**config.mk**
```make
export PLATFORM = sky130hd
export DESIGN_NAME = vol_ctrl_multi_flat
export DESIGN_NICKNAME = d
export VERILOG_FILES = /design/src/rtl/vol_ctrl_multi_if.sv /design/src/rtl/vol_ctrl_multi.sv /design/src/flat_wrapper.sv
export SDC_FILE = /design/constraint.sdc
export NUM_CORES = 1
export LEC_CHECK = 0
export BUFFER_PORTS_ARGS = -buffer_cell sky130_fd_sc_hd__buf_2
export CAP_MARGIN = 20
export CORE_ASPECT_RATIO = 1.2
export CORE_UTILIZATION = 55
export CTS_BUF_LIST = sky130_fd_sc_hd__clkbuf_4
export CTS_CLUSTER_DIAMETER = 50
export DETAILED_ROUTE_END_ITERATION = 16
export HOLD_SLACK_MARGIN = 0.06
export PLACE_DENSITY = 0.76
export REMOVE_ABC_BUFFERS = 1
export SYNTH_ARGS = -nofsm -noshare
export SYNTH_HDL_FRONTEND = slang
export SYNTH_SLANG_ARGS = --single-unit
```
**constraint.sdc**
```tcl
create_clock -name CLK -period 4.5 [get_ports CLK]
set_clock_uncertainty 0.1 [all_clocks]
set_input_delay 0.675 -clock CLK [delete_from_list [all_inputs] [get_ports CLK]]
set_output_delay 0.675 -clock CLK [all_outputs]
set_load 0.01 [all_outputs]
```
**src/rtl/vol_ctrl_multi_if.sv**
```systemverilog
// Request/level bundle between the button/CPU side and the multi-channel volume controller.
interface vol_ctrl_multi_if #(
    parameter int NCH  = 2,
    parameter int CH_W = 8
);
    logic                  UP;
    logic                  DOWN;
    logic                  MUTE;
    logic [NCH-1:0]        SEL;
    logic                  WE;
    logic [NCH*CH_W-1:0]   R;
    logic [NCH*CH_W-1:0]   VOL;
    logic                  MUTED;
    logic                  CHANGED;

    modport master (
        output UP, DOWN, MUTE, SEL, WE, R,
        input  VOL, MUTED, CHANGED
    );

    modport slave (
        input  UP, DOWN, MUTE, SEL, WE, R,
        output VOL, MUTED, CHANGED
    );
endinterface

```
**src/rtl/vol_ctrl_multi.sv**
```systemverilog
// Multi-channel volume controller: per-channel saturating steps with hold/auto-repeat,
// mute toggle that keeps levels, clamped bulk load and a change strobe.
module vol_ctrl_multi #(
    parameter int              NCH        = 2,
    parameter int              CH_W       = 8,
    parameter logic [CH_W-1:0] STEP       = 8'h10,
    parameter logic [CH_W-1:0] VMIN       = 8'h00,
    parameter logic [CH_W-1:0] VMAX       = 8'hF0,
    parameter logic [CH_W-1:0] VINIT      = 8'h80,
    parameter int              HOLD_CYC   = 10000000,
    parameter int              REPEAT_CYC = 2500000,
    parameter int              CNT_W      = 24
) (
    input  logic              CLK,
    input  logic              RST,
    vol_ctrl_multi_if.slave   bus
);
    typedef enum logic [1:0] {
        ST_IDLE   = 2'd0,
        ST_HOLD   = 2'd1,
        ST_REPEAT = 2'd2
    } state_e;

    localparam logic [CNT_W-1:0] HOLD_LD = CNT_W'(HOLD_CYC - 1);
    localparam logic [CNT_W-1:0] REP_LD  = CNT_W'(REPEAT_CYC - 1);
    localparam logic [CNT_W-1:0] CNT_ZERO = {CNT_W{1'b0}};
    localparam logic [CNT_W-1:0] CNT_ONE  = {{(CNT_W-1){1'b0}}, 1'b1};

    state_e                state_q, state_d;
    logic [CNT_W-1:0]      timer_q, timer_d;
    logic                  dir_q, dir_d;
    logic                  lock_q, lock_d;
    logic                  muted_q, muted_d;
    logic                  mute_prev_q;
    logic                  changed_q, changed_d;
    logic [NCH*CH_W-1:0]   lvl_q, lvl_d;
    logic [NCH*CH_W-1:0]   vol_q, vol_d;

    logic                  req_up_s, req_dn_s, req_s, mute_edge_s;
    logic                  do_step_s, step_up_s;

    function automatic logic [CH_W-1:0] clamp_lvl(input logic [CH_W-1:0] v);
        if (v > VMAX) begin
            return VMAX;
        end else if (v < VMIN) begin
            return VMIN;
        end else begin
            return v;
        end
    endfunction

    // Compare in CH_W+1 bits so the saturation test itself can never wrap.
    function automatic logic [CH_W-1:0] step_lvl(input logic [CH_W-1:0] v, input logic up);
        logic [CH_W:0] w;
        w = {1'b0, v};
        if (up) begin
            if (w + {1'b0, STEP} >= {1'b0, VMAX}) begin
                return VMAX;
            end else begin
                return v + STEP;
            end
        end else begin
            if (w <= {1'b0, VMIN} + {1'b0, STEP}) begin
                return VMIN;
            end else begin
                return v - STEP;
            end
        end
    endfunction

    assign req_up_s    = bus.UP & ~bus.DOWN;
    assign req_dn_s    = bus.DOWN & ~bus.UP;
    assign req_s       = req_up_s | req_dn_s;
    assign mute_edge_s = bus.MUTE & ~mute_prev_q;

    // Next-state: load / mute / press FSM, then level update and output image.
    always_comb begin
        state_d   = state_q;
        timer_d   = timer_q;
        dir_d     = dir_q;
        muted_d   = muted_q;
        lvl_d     = lvl_q;
        do_step_s = 1'b0;
        step_up_s = dir_q;
        lock_d    = bus.WE ? req_s : (lock_q & req_s);

        if (bus.WE) begin
            for (int i = 0; i < NCH; i++) begin
                lvl_d[i*CH_W +: CH_W] = clamp_lvl(bus.R[i*CH_W +: CH_W]);
            end
            state_d = ST_IDLE;
            timer_d = CNT_ZERO;
        end else if (mute_edge_s || muted_q) begin
            muted_d = muted_q ^ mute_edge_s;
            state_d = ST_IDLE;
            timer_d = CNT_ZERO;
        end else begin
            case (state_q)
                ST_IDLE: begin
                    if (req_s && !lock_q) begin
                        do_step_s = 1'b1;
                        step_up_s = req_up_s;
                        dir_d     = req_up_s;
                        timer_d   = HOLD_LD;
                        state_d   = ST_HOLD;
                    end else begin
                        timer_d   = CNT_ZERO;
                    end
                end
                ST_HOLD, ST_REPEAT: begin
                    if (!req_s) begin
                        state_d = ST_IDLE;
                        timer_d = CNT_ZERO;
                    end else if (req_up_s != dir_q) begin
                        do_step_s = 1'b1;
                        step_up_s = req_up_s;
                        dir_d     = req_up_s;
                        timer_d   = HOLD_LD;
                        state_d   = ST_HOLD;
                    end else if (timer_q == CNT_ZERO) begin
                        do_step_s = 1'b1;
                        timer_d   = REP_LD;
                        state_d   = ST_REPEAT;
                    end else begin
                        timer_d   = timer_q - CNT_ONE;
                    end
                end
                default: begin
                    state_d = ST_IDLE;
                    timer_d = CNT_ZERO;
                end
            endcase
        end

        if (do_step_s) begin
            for (int i = 0; i < NCH; i++) begin
                if (bus.SEL[i]) begin
                    lvl_d[i*CH_W +: CH_W] = step_lvl(lvl_q[i*CH_W +: CH_W], step_up_s);
                end else begin
                    lvl_d[i*CH_W +: CH_W] = lvl_q[i*CH_W +: CH_W];
                end
            end
        end else begin
            lvl_d = lvl_d;
        end

        for (int i = 0; i < NCH; i++) begin
            vol_d[i*CH_W +: CH_W] = muted_d ? VMIN : lvl_d[i*CH_W +: CH_W];
        end
        changed_d = (vol_d != vol_q);
    end

    // State and output registers with synchronous reset.
    always_ff @(posedge CLK) begin
        if (RST) begin
            state_q     <= ST_IDLE;
            timer_q     <= CNT_ZERO;
            dir_q       <= 1'b0;
            lock_q      <= 1'b0;
            muted_q     <= 1'b0;
            mute_prev_q <= 1'b1;
            changed_q   <= 1'b0;
            lvl_q       <= {NCH{VINIT}};
            vol_q       <= {NCH{VINIT}};
        end else begin
            state_q     <= state_d;
            timer_q     <= timer_d;
            dir_q       <= dir_d;
            lock_q      <= lock_d;
            muted_q     <= muted_d;
            mute_prev_q <= bus.MUTE;
            changed_q   <= changed_d;
            lvl_q       <= lvl_d;
            vol_q       <= vol_d;
        end
    end

    assign bus.VOL     = vol_q;
    assign bus.MUTED   = muted_q;
    assign bus.CHANGED = changed_q;
endmodule

```
**src/flat_wrapper.sv**
```systemverilog
// flat-port wrapper written by rule: the top's interface ports become plain ports
module vol_ctrl_multi_flat 
#(
    parameter int              NCH        = 2,
    parameter int              CH_W       = 8,
    parameter logic [CH_W-1:0] STEP       = 8'h10,
    parameter logic [CH_W-1:0] VMIN       = 8'h00,
    parameter logic [CH_W-1:0] VMAX       = 8'hF0,
    parameter logic [CH_W-1:0] VINIT      = 8'h80,
    parameter int              HOLD_CYC   = 10000000,
    parameter int              REPEAT_CYC = 2500000,
    parameter int              CNT_W      = 24
)
  (CLK, RST, bus_UP, bus_DOWN, bus_MUTE, bus_SEL, bus_WE, bus_R, bus_VOL, bus_MUTED, bus_CHANGED);
  vol_ctrl_multi_if #(.NCH(NCH), .CH_W(CH_W)) bus_i ();
  input  logic CLK;
  input  logic RST;
  input wire logic [$bits(bus_i.UP)-1:0] bus_UP;
  input wire logic [$bits(bus_i.DOWN)-1:0] bus_DOWN;
  input wire logic [$bits(bus_i.MUTE)-1:0] bus_MUTE;
  input wire logic [$bits(bus_i.SEL)-1:0] bus_SEL;
  input wire logic [$bits(bus_i.WE)-1:0] bus_WE;
  input wire logic [$bits(bus_i.R)-1:0] bus_R;
  output wire logic [$bits(bus_i.VOL)-1:0] bus_VOL;
  output wire logic [$bits(bus_i.MUTED)-1:0] bus_MUTED;
  output wire logic [$bits(bus_i.CHANGED)-1:0] bus_CHANGED;
  assign bus_i.UP = bus_UP;
  assign bus_i.DOWN = bus_DOWN;
  assign bus_i.MUTE = bus_MUTE;
  assign bus_i.SEL = bus_SEL;
  assign bus_i.WE = bus_WE;
  assign bus_i.R = bus_R;
  assign bus_VOL = bus_i.VOL;
  assign bus_MUTED = bus_i.MUTED;
  assign bus_CHANGED = bus_i.CHANGED;
  vol_ctrl_multi #(.NCH(NCH), .CH_W(CH_W), .STEP(STEP), .VMIN(VMIN), .VMAX(VMAX), .VINIT(VINIT), .HOLD_CYC(HOLD_CYC), .REPEAT_CYC(REPEAT_CYC), .CNT_W(CNT_W)) u_core (.CLK(CLK), .RST(RST), .bus(bus_i));
endmodule
```
# After elaboration in Yosys (flattened, before gate mapping)
# Cells that the tools add are included.
# Widths: inputs -> output; s select.
[word_totals] output_inout_bits=18 reg_bits=63 input_bits=24
[classes] n_eq_ne=6 bitwise_logic=9 muxes=42 magnitude_cmp=8 n_reduce_logical=8 n_addsub=7
[ops] op="$mux 8" count=14
[ops] op="$mux 24" count=4
[ops] op="$pmux 24 s2" count=1
[ops] op="$mux 16" count=2
[ops] op="$logic_not 24->1" count=1
[ops] op="$sub 24x1->24 const B" count=1
[ops] op="$add 8x5->9 const B" count=2
[ops] op="$ge 9x8->1 const B" count=2
[ops] op="$add 8x5->8 const B" count=2
[ops] op="$gt 8x8->1 const B" count=2
[ops] op="$le 8x5->1 const B" count=2
[ops] op="$lt 8x1->1 const B" count=2
[ops] op="$ne 16x16->1" count=1
[ops] op="$sub 8x5->8 const B" count=2
[ops] op="$mux 1" count=14
[ops] op="$mux 2" count=4
[ops] op="$and 1x1->1" count=4
[ops] op="$ne 4x4->1 const B" count=1
[ops] op="$pmux 1 s2" count=2
[ops] op="$pmux 2 s2" count=1
[ops] op="$not 1->1" count=3
[ops] op="$reduce_or 3->1" count=1
[ops] op="$eq 2x1->1 const B" count=1
[ops] op="$eq 2x2->1 const B" count=1
[ops] op="10 further kinds" count=10

# Logic depth before layout (Yosys ltp)
# Gate-level depths: netlist of run 1.
[logic_depth] depth_word=13 depth_mapped=13

# Worst setup path after synthesis of run 1
# Ideal clock, no wire load.
[synth_timing] path_kind="input -> register" from="input port bus_DOWN" to="register u_core.changed_q, in the netlist u_core.bus.CHANGED" setup_time_ns=0.141 required_ns=4.259 setup_slack_ns=0.996 path_stages=12 path_buffers=1 arrival_time_ns=3.264 cell_sequence="inv_1 -> ha_1 -> o21a_1 -> o31ai_1 -> and2_1 -> clkbuf_1 -> o22ai_1 -> o21ai_1 -> a21boi_1 -> mux2_2 -> a2111oi_2 -> a41oi_1"
[synth_via] elab_chain_cells=13 elab_cells_between_ends=26
[synth_rtl] element="start: declaration" line_no="flat_wrapper.sv:19" rtl="input wire logic [$bits(bus_i.DOWN)-1:0] bus_DOWN;"
[synth_rtl] element="$not 1->1" line_no="vol_ctrl_multi.sv:71" rtl="assign req_up_s = bus.UP & ~bus.DOWN;"
[synth_rtl] element="$and 1x1->1" line_no="vol_ctrl_multi.sv:71"
[synth_rtl] element="$ne 1x1->1 or $or 1x1->1 (tied branches)" line_no="vol_ctrl_multi.sv:114, vol_ctrl_multi.sv:73"
[synth_rtl] element="$mux 1 or $logic_and 1x1->1 (tied branches)" line_no="vol_ctrl_multi.sv:114, vol_ctrl_multi.sv:100"
[synth_rtl] element="$mux 1, on equally long branches"
[synth_rtl] element="$pmux 1 s2" line_no="vol_ctrl_multi.sv:98" rtl="case (state_q)"
[synth_rtl] element="$mux 1" line_no="vol_ctrl_multi.sv:93" rtl="end else if (mute_edge_s || muted_q) begin"
[synth_rtl] element="$mux 1" line_no="vol_ctrl_multi.sv:87" rtl="if (bus.WE) begin"
[synth_rtl] element="$mux 8" line_no="vol_ctrl_multi.sv:56" rtl="if (up) begin"
[synth_rtl] element="$mux 8" line_no="vol_ctrl_multi.sv:137" rtl="if (bus.SEL[i]) begin"
[synth_rtl] element="$mux 16 *" line_no="vol_ctrl_multi.sv:135" rtl="if (do_step_s) begin"
[synth_rtl] element="$mux 8" line_no="vol_ctrl_multi.sv:148" rtl="vol_d[i*CH_W +: CH_W] = muted_d ? VMIN : lvl_d[i*CH_W +: CH_W];"
[synth_rtl] element="$ne 16x16->1 *" line_no="vol_ctrl_multi.sv:150" rtl="changed_d = (vol_d != vol_q);"
[synth_rtl] element="end signal: assignment" line_no="vol_ctrl_multi.sv:172" rtl="changed_q <= changed_d;"
[synth_rtl] element="end: declaration" line_no="vol_ctrl_multi.sv:35" rtl="logic changed_q, changed_d;"
# Every way passes the cells marked *; elsewhere a longest branch is shown, timed or not.
# A chain may end at the register's enable or synchronous reset.

# Final worst setup path of run 1
[layout_timing] from="register u_core.timer_q[18]" to="register u_core.changed_q, in the netlist u_core.bus.CHANGED"
[layout_via] elab_chain_cells=10 elab_cells_between_ends=11
[layout_rtl] element="start: declaration" line_no="vol_ctrl_multi.sv:30" rtl="logic [CNT_W-1:0] timer_q, timer_d;"
[layout_rtl] element="start signal: assignment" line_no="vol_ctrl_multi.sv:167" rtl="timer_q <= timer_d;"
[layout_rtl] element="$logic_not 24->1 *" line_no="vol_ctrl_multi.sv:120" rtl="end else if (timer_q == CNT_ZERO) begin"
[layout_rtl] element="$mux 1 *" line_no="vol_ctrl_multi.sv:120"
[layout_rtl] element="$mux 1 *" line_no="vol_ctrl_multi.sv:114" rtl="end else if (req_up_s != dir_q) begin"
[layout_rtl] element="$mux 1 *" line_no="vol_ctrl_multi.sv:111" rtl="if (!req_s) begin"
[layout_rtl] element="$pmux 1 s2 *" line_no="vol_ctrl_multi.sv:98"
[layout_rtl] element="$mux 1 *" line_no="vol_ctrl_multi.sv:93"
[layout_rtl] element="$mux 1 *" line_no="vol_ctrl_multi.sv:87"
[layout_rtl] element="$mux 16 *" line_no="vol_ctrl_multi.sv:135"
[layout_rtl] element="$mux 8" line_no="vol_ctrl_multi.sv:148"
[layout_rtl] element="$ne 16x16->1 *" line_no="vol_ctrl_multi.sv:150"
# Marks and branches as above.

==> results of run 1 <==
metrics by stage:
stage	instances	power, mW	cell area, um^2	worst slack [ps]	utilization [%]
2_1_floorplan	459	1.07	3710	825	-
3_3_place_gp	589	1.20	4050	688	62.0
3_5_place_dp	589	1.21	4050	633	62.0
4_1_cts	605	1.64	4200	694	64.4
5_1_grt	605	1.74	4200	460	64.4
6_report	605	1.64	4200	675	64.4
area by class of cell:
class	instances	area [um^2]	area share, %
multi-input cells	377	2370	56.5
clock buffers	11	82.6	1.96
flip-flops and latches	63	1260	30.0
clock inverters	5	72.6	1.73
inverters	19	71.3	1.70
well taps	85	106	2.53
repair buffers	45	235	5.60
synth_stat cells (all sizes together), types with 3 or more instances:
| library cell | count | area, um^2 |
|---|---|---|
| nand4 | 7 | 43.8 |
| or2 | 4 | 25.0 |
| xnor2 | 12 | 105 |
| a41oi | 3 | 26.3 |
| dfxtp | 63 | 1260 |
| mux2i | 7 | 70.1 |
| nor2 | 73 | 274 |
| xor2 | 12 | 105 |
| and2 | 4 | 27.5 |
| a31oi | 6 | 37.5 |
| o22ai | 6 | 37.5 |
| nand2b | 9 | 56.3 |
| a211oi | 3 | 27.5 |
| clkbuf | 15 | 56.3 |
| a21o | 5 | 37.5 |
| a221oi | 4 | 35.0 |
| nor2b | 5 | 31.3 |
| o21ai | 11 | 55.1 |
| nand3 | 14 | 70.1 |
| or3 | 6 | 43.8 |
| o31ai | 4 | 30.0 |
| buf | 3 | 21.3 |
| inv | 19 | 71.3 |
| a31o | 3 | 26.3 |
| mux2 | 4 | 48.8 |
| ha | 14 | 175 |
| nand2 | 49 | 184 |
| and3 | 7 | 43.8 |
| o21a | 7 | 52.6 |
| or4 | 3 | 30.0 |
| nor3 | 18 | 95.1 |
| nand4b | 3 | 26.3 |
| nor4 | 9 | 56.3 |
| a21oi | 33 | 165 |
per-layer routing:
layer	wire length [um]	part of all wire [%]
met1	3940	41
met2	4810	50
met3	551	5.8
met4	223	2.3
met5	0	0
worst paths after layout:
kind,startpoint,end,slack [ps]
worst min register to register,u_core.timer_q[0],u_core.timer_q[0],390
worst max register to register,u_core.timer_q[18],u_core.bus.CHANGED,670
worst min-delay path,bus_MUTE,u_core.mute_prev_q,370
worst max-delay path,u_core.timer_q[18],u_core.bus.CHANGED,670
worst max-delay path: stages, from the launching register on:
cell,delay [ps]
dfxtp_1,350
or4_4,540
or4_4,460
o31a_4,390
a211oi_1,600
a31oi_1,170
a22oi_1,300
mux2_2,370
o22ai_1,140
o31a_1,170
a41oi_1,110
sequential cells by signal, indices dropped and copies added (netlist names), 2 cells and up:
name	count
u_core.bus.VOL	16
u_core.timer_q	24
u_core.state_q	2
u_core.lvl_q	16
power groups by stage:
| stage | Sequential, mW | Clock (mW) | Combinational [mW] |
|---|---|---|---|
| 2_1_floorplan | 0.646 | 0 | 0.423 |
| 3_3_place_gp | 0.649 | 0 | 0.550 |
| 3_5_place_dp | 0.649 | 0 | 0.558 |
| 4_1_cts | 0.637 | 0.442 | 0.563 |
| 5_1_grt | 0.644 | 0.469 | 0.630 |
| 6_report | 0.638 | 0.437 | 0.569 |
kinds of logic (layout without fill, tap and decap cells):
family	count (synthesis)	count (layout)	synth area share, %
and+or+nand+nor	216	216	27.6
AOI/OAI and AO/OA	110	110	20.6
DFF	63	63	33.3
buffers and inverters	37	80	3.94
xor gates and xnor gates	24	24	5.56
adders and majority gates	14	14	4.63
muxes	13	13	4.33
cells in the final DEF (no fill, tap or decap), types with 3 or more instances in the layout:
| cell type | instances |
|---|---|
| xnor2_1 | 12 |
| mux2i_1 | 7 |
| or2_2 | 4 |
| o21ai_0 | 10 |
| a31oi_1 | 6 |
| a21oi_1 | 33 |
| o31ai_1 | 4 |
| ha_1 | 14 |
| nand2_1 | 49 |
| o21a_1 | 7 |
| nor4_1 | 9 |
| nand4_1 | 7 |
| nand2b_1 | 9 |
| inv_1 | 19 |
| nor2b_1 | 5 |
| a221oi_1 | 4 |
| a41oi_1 | 3 |
| nand4b_1 | 3 |
| mux2_2 | 3 |
| dfxtp_1 | 63 |
| or3_1 | 4 |
| nor2_1 | 73 |
| nor3_1 | 17 |
| o22ai_1 | 6 |
| a21o_1 | 5 |
| and3_1 | 7 |
| buf_4 | 4 |
| nand3_1 | 14 |
| and2_1 | 3 |
| clkbuf_4 | 11 |
| xor2_1 | 12 |
| buf_2 | 41 |
==> run_results.csv, run 1 <==
group,metric,value,unit
power_and_ir_drop,combPwrFrac,34.6,%
worst_setup_path,r2r_cells,10,
yosys,yosysUniqueCellTypes,69,
clock_network,cts_buffers,9,
status,status,"finished, final reports clean",
global_route,met1_usage,31.6,%
drt,drtIter0Drc,254,
drt,drc,0,
yosys,synth_edf_count,0,
cells_and_area,area_growth,11.1,%
clock_network,postCtsSetupRepairBufs,0,
power_and_ir_drop,p_int,1.06,mW
global_route,antenna_found_initial,0,
cells_and_area,fin_nets,553,
yosys,ys.flop_type,"dfxtp_1",
yosys,yosysWarnings,0,
timing,fmax,261,MHz
yosys,syn_inst,477,
job,maxCapViolations,0,
power_and_ir_drop,p_per_area,391,nW/um^2
floorplanning,ios,42,
clock_network,root_buffer,"clkbuf_4",
worst_setup_path,worstPathArrival,4010,ps
worst_hold_path,holdCritPathClass,"in2reg",
yosys,ys_async_sr_fraction,0,%
power_and_ir_drop,power.leakage,1.83,nW
drt,wl,9520,um
drt,post_drt_wl_per_cell,15.7,um
global_route,met2_usage,50.9,%
global_route,overflow,0,
global_route,track_usage,28.1,%
drt,viasPerCell,6.00,
drt,antenna_left,0,
global_route,use_met3,4.73,%
power_and_ir_drop,p_switching,0.581,mW
yosys,synth_area,3780,um^2
floorplanning,die_x,77.7,um
timing,setup_tns,0,ps
power_and_ir_drop,swShare,35.4,%
yosys,ys_seq_area_share,33.3,%
yosys,ys_seq_elements,63,
timing,min_period,3830,ps
clock_network,htreeDepth,3,
global_route,grt_pass1_vias,3534,
timing,rsz0062_at_grt,"no",
timing,whs,375,ps
cells_and_area,final.fill_count,600,
worst_setup_path,critPathMaxFanout,7,
drt,num_vias,3633,
worst_setup_path,cp-start-kind,"flop",
timing,fin_crit_sh,85.0,%
cells_and_area,antennaDiodeCount,0,
clock_network,cts_sinks,63,
timing,setup_viol,0,
worst_hold_path,holdPathStages,2,
clock_network,hold_buffers,0,
global_route,busiest_layer,"met2",
worst_setup_path,crit_type,"reg2reg",
clock_network,cts-resized-gates,0,
power_and_ir_drop,p_seq_share,38.8,%
worst_setup_path,cp-end-kind,"flop",
placement,io_buffers,41,
clock_network,cts_buffer_depth,2,
placement,hpwl,7070,um
global_route,grt_pass1_wl,16100,um
drt,drtPass1Iterations,6,
floorplanning,die_y,92.9,um
placement,gp_congestion,0.939,
power_and_ir_drop,clockPowerShare,26.6,%
floorplanning,floorplan.initialDensity,58.0,%
floorplanning,row_count,32,
timing,relSlewSlack,42.8,%
clock_network,cts_tree,"yes",
worst_setup_path,crit_required,4680,ps
global_route,grt_max_degree,29,
cells_and_area,drive_above_1_share,16.0,%
clock_network,path_clk_slew,100,ps
timing,hold_viol,0,
floorplanning,dieArea,7220,um^2
clock_network,insertion_delay,410,ps
yosys,avgSynthCellArea,7.93,um^2
floorplanning,coreArea,6530,um^2
timing,worstMarginPinSlew,854,ps
power_and_ir_drop,ir_worst_vdd,0.000188,V
timing,drv_slew,0,
Note: power is estimated with default switching activity, not from simulation.
==> run 2: changes to the inputs <==
--- a/config.mk
+++ b/config.mk
@@ -13,7 +13,7 @@
 export CTS_CLUSTER_DIAMETER = 50
 export DETAILED_ROUTE_END_ITERATION = 16
 export HOLD_SLACK_MARGIN = 0.06
-export PLACE_DENSITY = 0.76
+export PLACE_DENSITY = 0.86
 export REMOVE_ABC_BUFFERS = 1
 export SYNTH_ARGS = -nofsm -noshare
 export SYNTH_HDL_FRONTEND = slang
==> run 2 against run 1 <==
Against the previous run:
- wire length grew 3.5%
- global-route usage grew 0.64 points
- die area is the same
- sequential cell count is the same
- final cell count grew 0.17%
==> run_results.csv, run 2 (synthesis results as in run 1) <==
group,metric,value,unit
status,status,"finished, final reports clean",
power_and_ir_drop,combPwrFrac,35.5,%
cells_and_area,fin_util,64.4,%
worst_setup_path,critPathMaxFanout,7,
timing,fmax,252,MHz
clock_network,cts_tree,"yes",
clock_network,path_clk_slew,120,ps
cells_and_area,largest_register_ff_count,24,
timing,relSlewSlack,41.4,%
clock_network,root_buffer,"clkbuf_4",
cells_and_area,area_growth,11.0,%
worst_setup_path,r2r_cells,10,
drt,wl,9850,um
cells_and_area,instances_no_fill,606,
cells_and_area,drive_above_1_share,16.5,%
timing,setup_tns,0,ps
floorplanning,dieArea,7220,um^2
global_route,busiest_layer,"met2",
worst_setup_path,cp-start-kind,"flop",
worst_setup_path,worst-path-buf-inv,0,
power_and_ir_drop,clockPowerShare,25.4,%
worst_setup_path,worstPathArrival,4170,ps
job,maxCapViolations,0,
drt,drtIter0Drc,248,
floorplanning,coreArea,6530,um^2
clock_network,cts_buffer_depth,2,
floorplanning,die_x,77.7,um
clock_network,cts-resized-gates,0,
worst_hold_path,holdCritPathClass,"in2reg",
global_route,grt_max_degree,29,
global_route,antenna_found_initial,0,
worst_setup_path,cp-end-kind,"flop",
global_route,met1_usage,33.4,%
worst_setup_path,critical_path_depth,10,
drt,drc,0,
placement,io_buffers,41,
cells_and_area,final.fill_count,551,
global_route,use_met3,4.83,%
cells_and_area,antennaDiodeCount,0,
floorplanning,row_count,32,
placement,gp_congestion,0.954,
clock_network,htreeDepth,3,
cells_and_area,fin_nets,554,
floorplanning,ios,42,
worst_setup_path,cp_slowest_cell,"nor4_1",
power_and_ir_drop,p_switching,0.623,mW
worst_hold_path,holdPathStages,2,
timing,worstMarginPinSlew,875,ps
timing,drv_slew,0,
worst_setup_path,crit_type,"reg2reg",
power_and_ir_drop,p_per_area,389,nW/um^2
cells_and_area,regMostFlops,"u_core.timer_q",
power_and_ir_drop,p_seq_share,39.1,%
floorplanning,die_y,92.9,um
worst_setup_path,crit_required,4700,ps
clock_network,cts_buffers,9,
cells_and_area,final_common_cell,"nor2_1",
cells_and_area,mostFrequentLayoutCells,"73 x nor2_1, 63 x dfxtp_1, 49 x nand2_1, 41 x buf_2, 33 x a21oi_1",
floorplanning,floorplan.initialDensity,58.0,%
power_and_ir_drop,p_int,1.01,mW
global_route,overflow,0,
worst_setup_path,path_cells,"nor4_1 -> nand2_1 -> o31a_4 -> a211oi_1 -> a31oi_1 -> a22oi_1 -> mux2_2 -> o22ai_1 -> o31a_1 -> a41oi_1",
timing,min_period,3970,ps
clock_network,cts_sinks,63,
global_route,grt_pass1_vias,3572,
placement,numPlacedInstances,590,
timing,hold_viol,0,
drt,viasPerCell,6.20,
global_route,grt_pass1_wl,16400,um
timing,setup_viol,0,
power_and_ir_drop,power.leakage,1.81,nW
worst_setup_path,crit_family,"compound AO/OA/AOI/OAI gates",
timing,fin_crit_sh,88.3,%
clock_network,insertion_delay,440,ps
power_and_ir_drop,swShare,38.1,%
drt,num_vias,3759,
clock_network,hold_buffers,0,
power_and_ir_drop,ir_worst_vdd,0.000236,V
drt,drtPass1Iterations,7,
timing,rsz0062_at_grt,"no",
clock_network,postCtsSetupRepairBufs,0,
drt,antenna_left,0,
worst_setup_path,slowest_delay,620,ps
placement,hpwl,7250,um
global_route,track_usage,28.7,%
drt,post_drt_wl_per_cell,16.3,um
global_route,met2_usage,51.3,%
[run 2: layout make-up]
type	instances	area (um^2)	share of cell area, %
multi-input cells	377	2370	56.5
clock buffers	10	75.1	1.79
flip-flops and latches	63	1260	30.0
clock inverters	6	70.1	1.67
repair buffers	46	243	5.78
inverters	19	71.3	1.70
well taps	85	106	2.53
[run 2: path summary, 6_finish.rpt]
check	slack, ps	end	from
max reg2reg	530	u_core.bus.CHANGED	u_core.timer_q[8]
min reg2reg	400	u_core.timer_q[0]	u_core.timer_q[0]
max	530	u_core.bus.CHANGED	u_core.timer_q[8]
min	360	u_core.mute_prev_q	bus_MUTE
[run 2: routing by layer]
metal	part of all wire (%)	wire, um	up-vias
met2	50	4970	171
li1	-	-	1791
met3	5.8	575	29
met4	2.8	276	0
met5	0	0	-
met1	41	4030	1768
[run 2: per-stage QoR]
step	cell area (um^2)	hold slack [ps]	power (mW)	setup WS, ps
final	4200	356	1.63	527
after global routing	4200	352	1.73	338
after CTS	4200	354	1.63	592
after detailed placement	4060	367	1.22	627
after global placement	4060	360	1.20	725
after floorplan	3710	346	1.07	825
[run 2: worst register-to-register path, stage by stage, from the launching register on]
cell and delay [ps]:
dfxtp_1 360, nor4_1 620, nand2_1 320, o31a_4 470, a211oi_1 620, a31oi_1 200, a22oi_1 310, mux2_2 370
o22ai_1 170, o31a_1 180, a41oi_1 110
[run 2: power by group through the flow]
stage | clock [mW] | sequential [mW] | combinational [mW]
floorplan | 0 | 0.646 | 0.423
global placement | 0 | 0.648 | 0.548
detailed placement | 0 | 0.649 | 0.567
CTS | 0.416 | 0.637 | 0.573
global route | 0.446 | 0.644 | 0.637
finish | 0.414 | 0.639 | 0.580
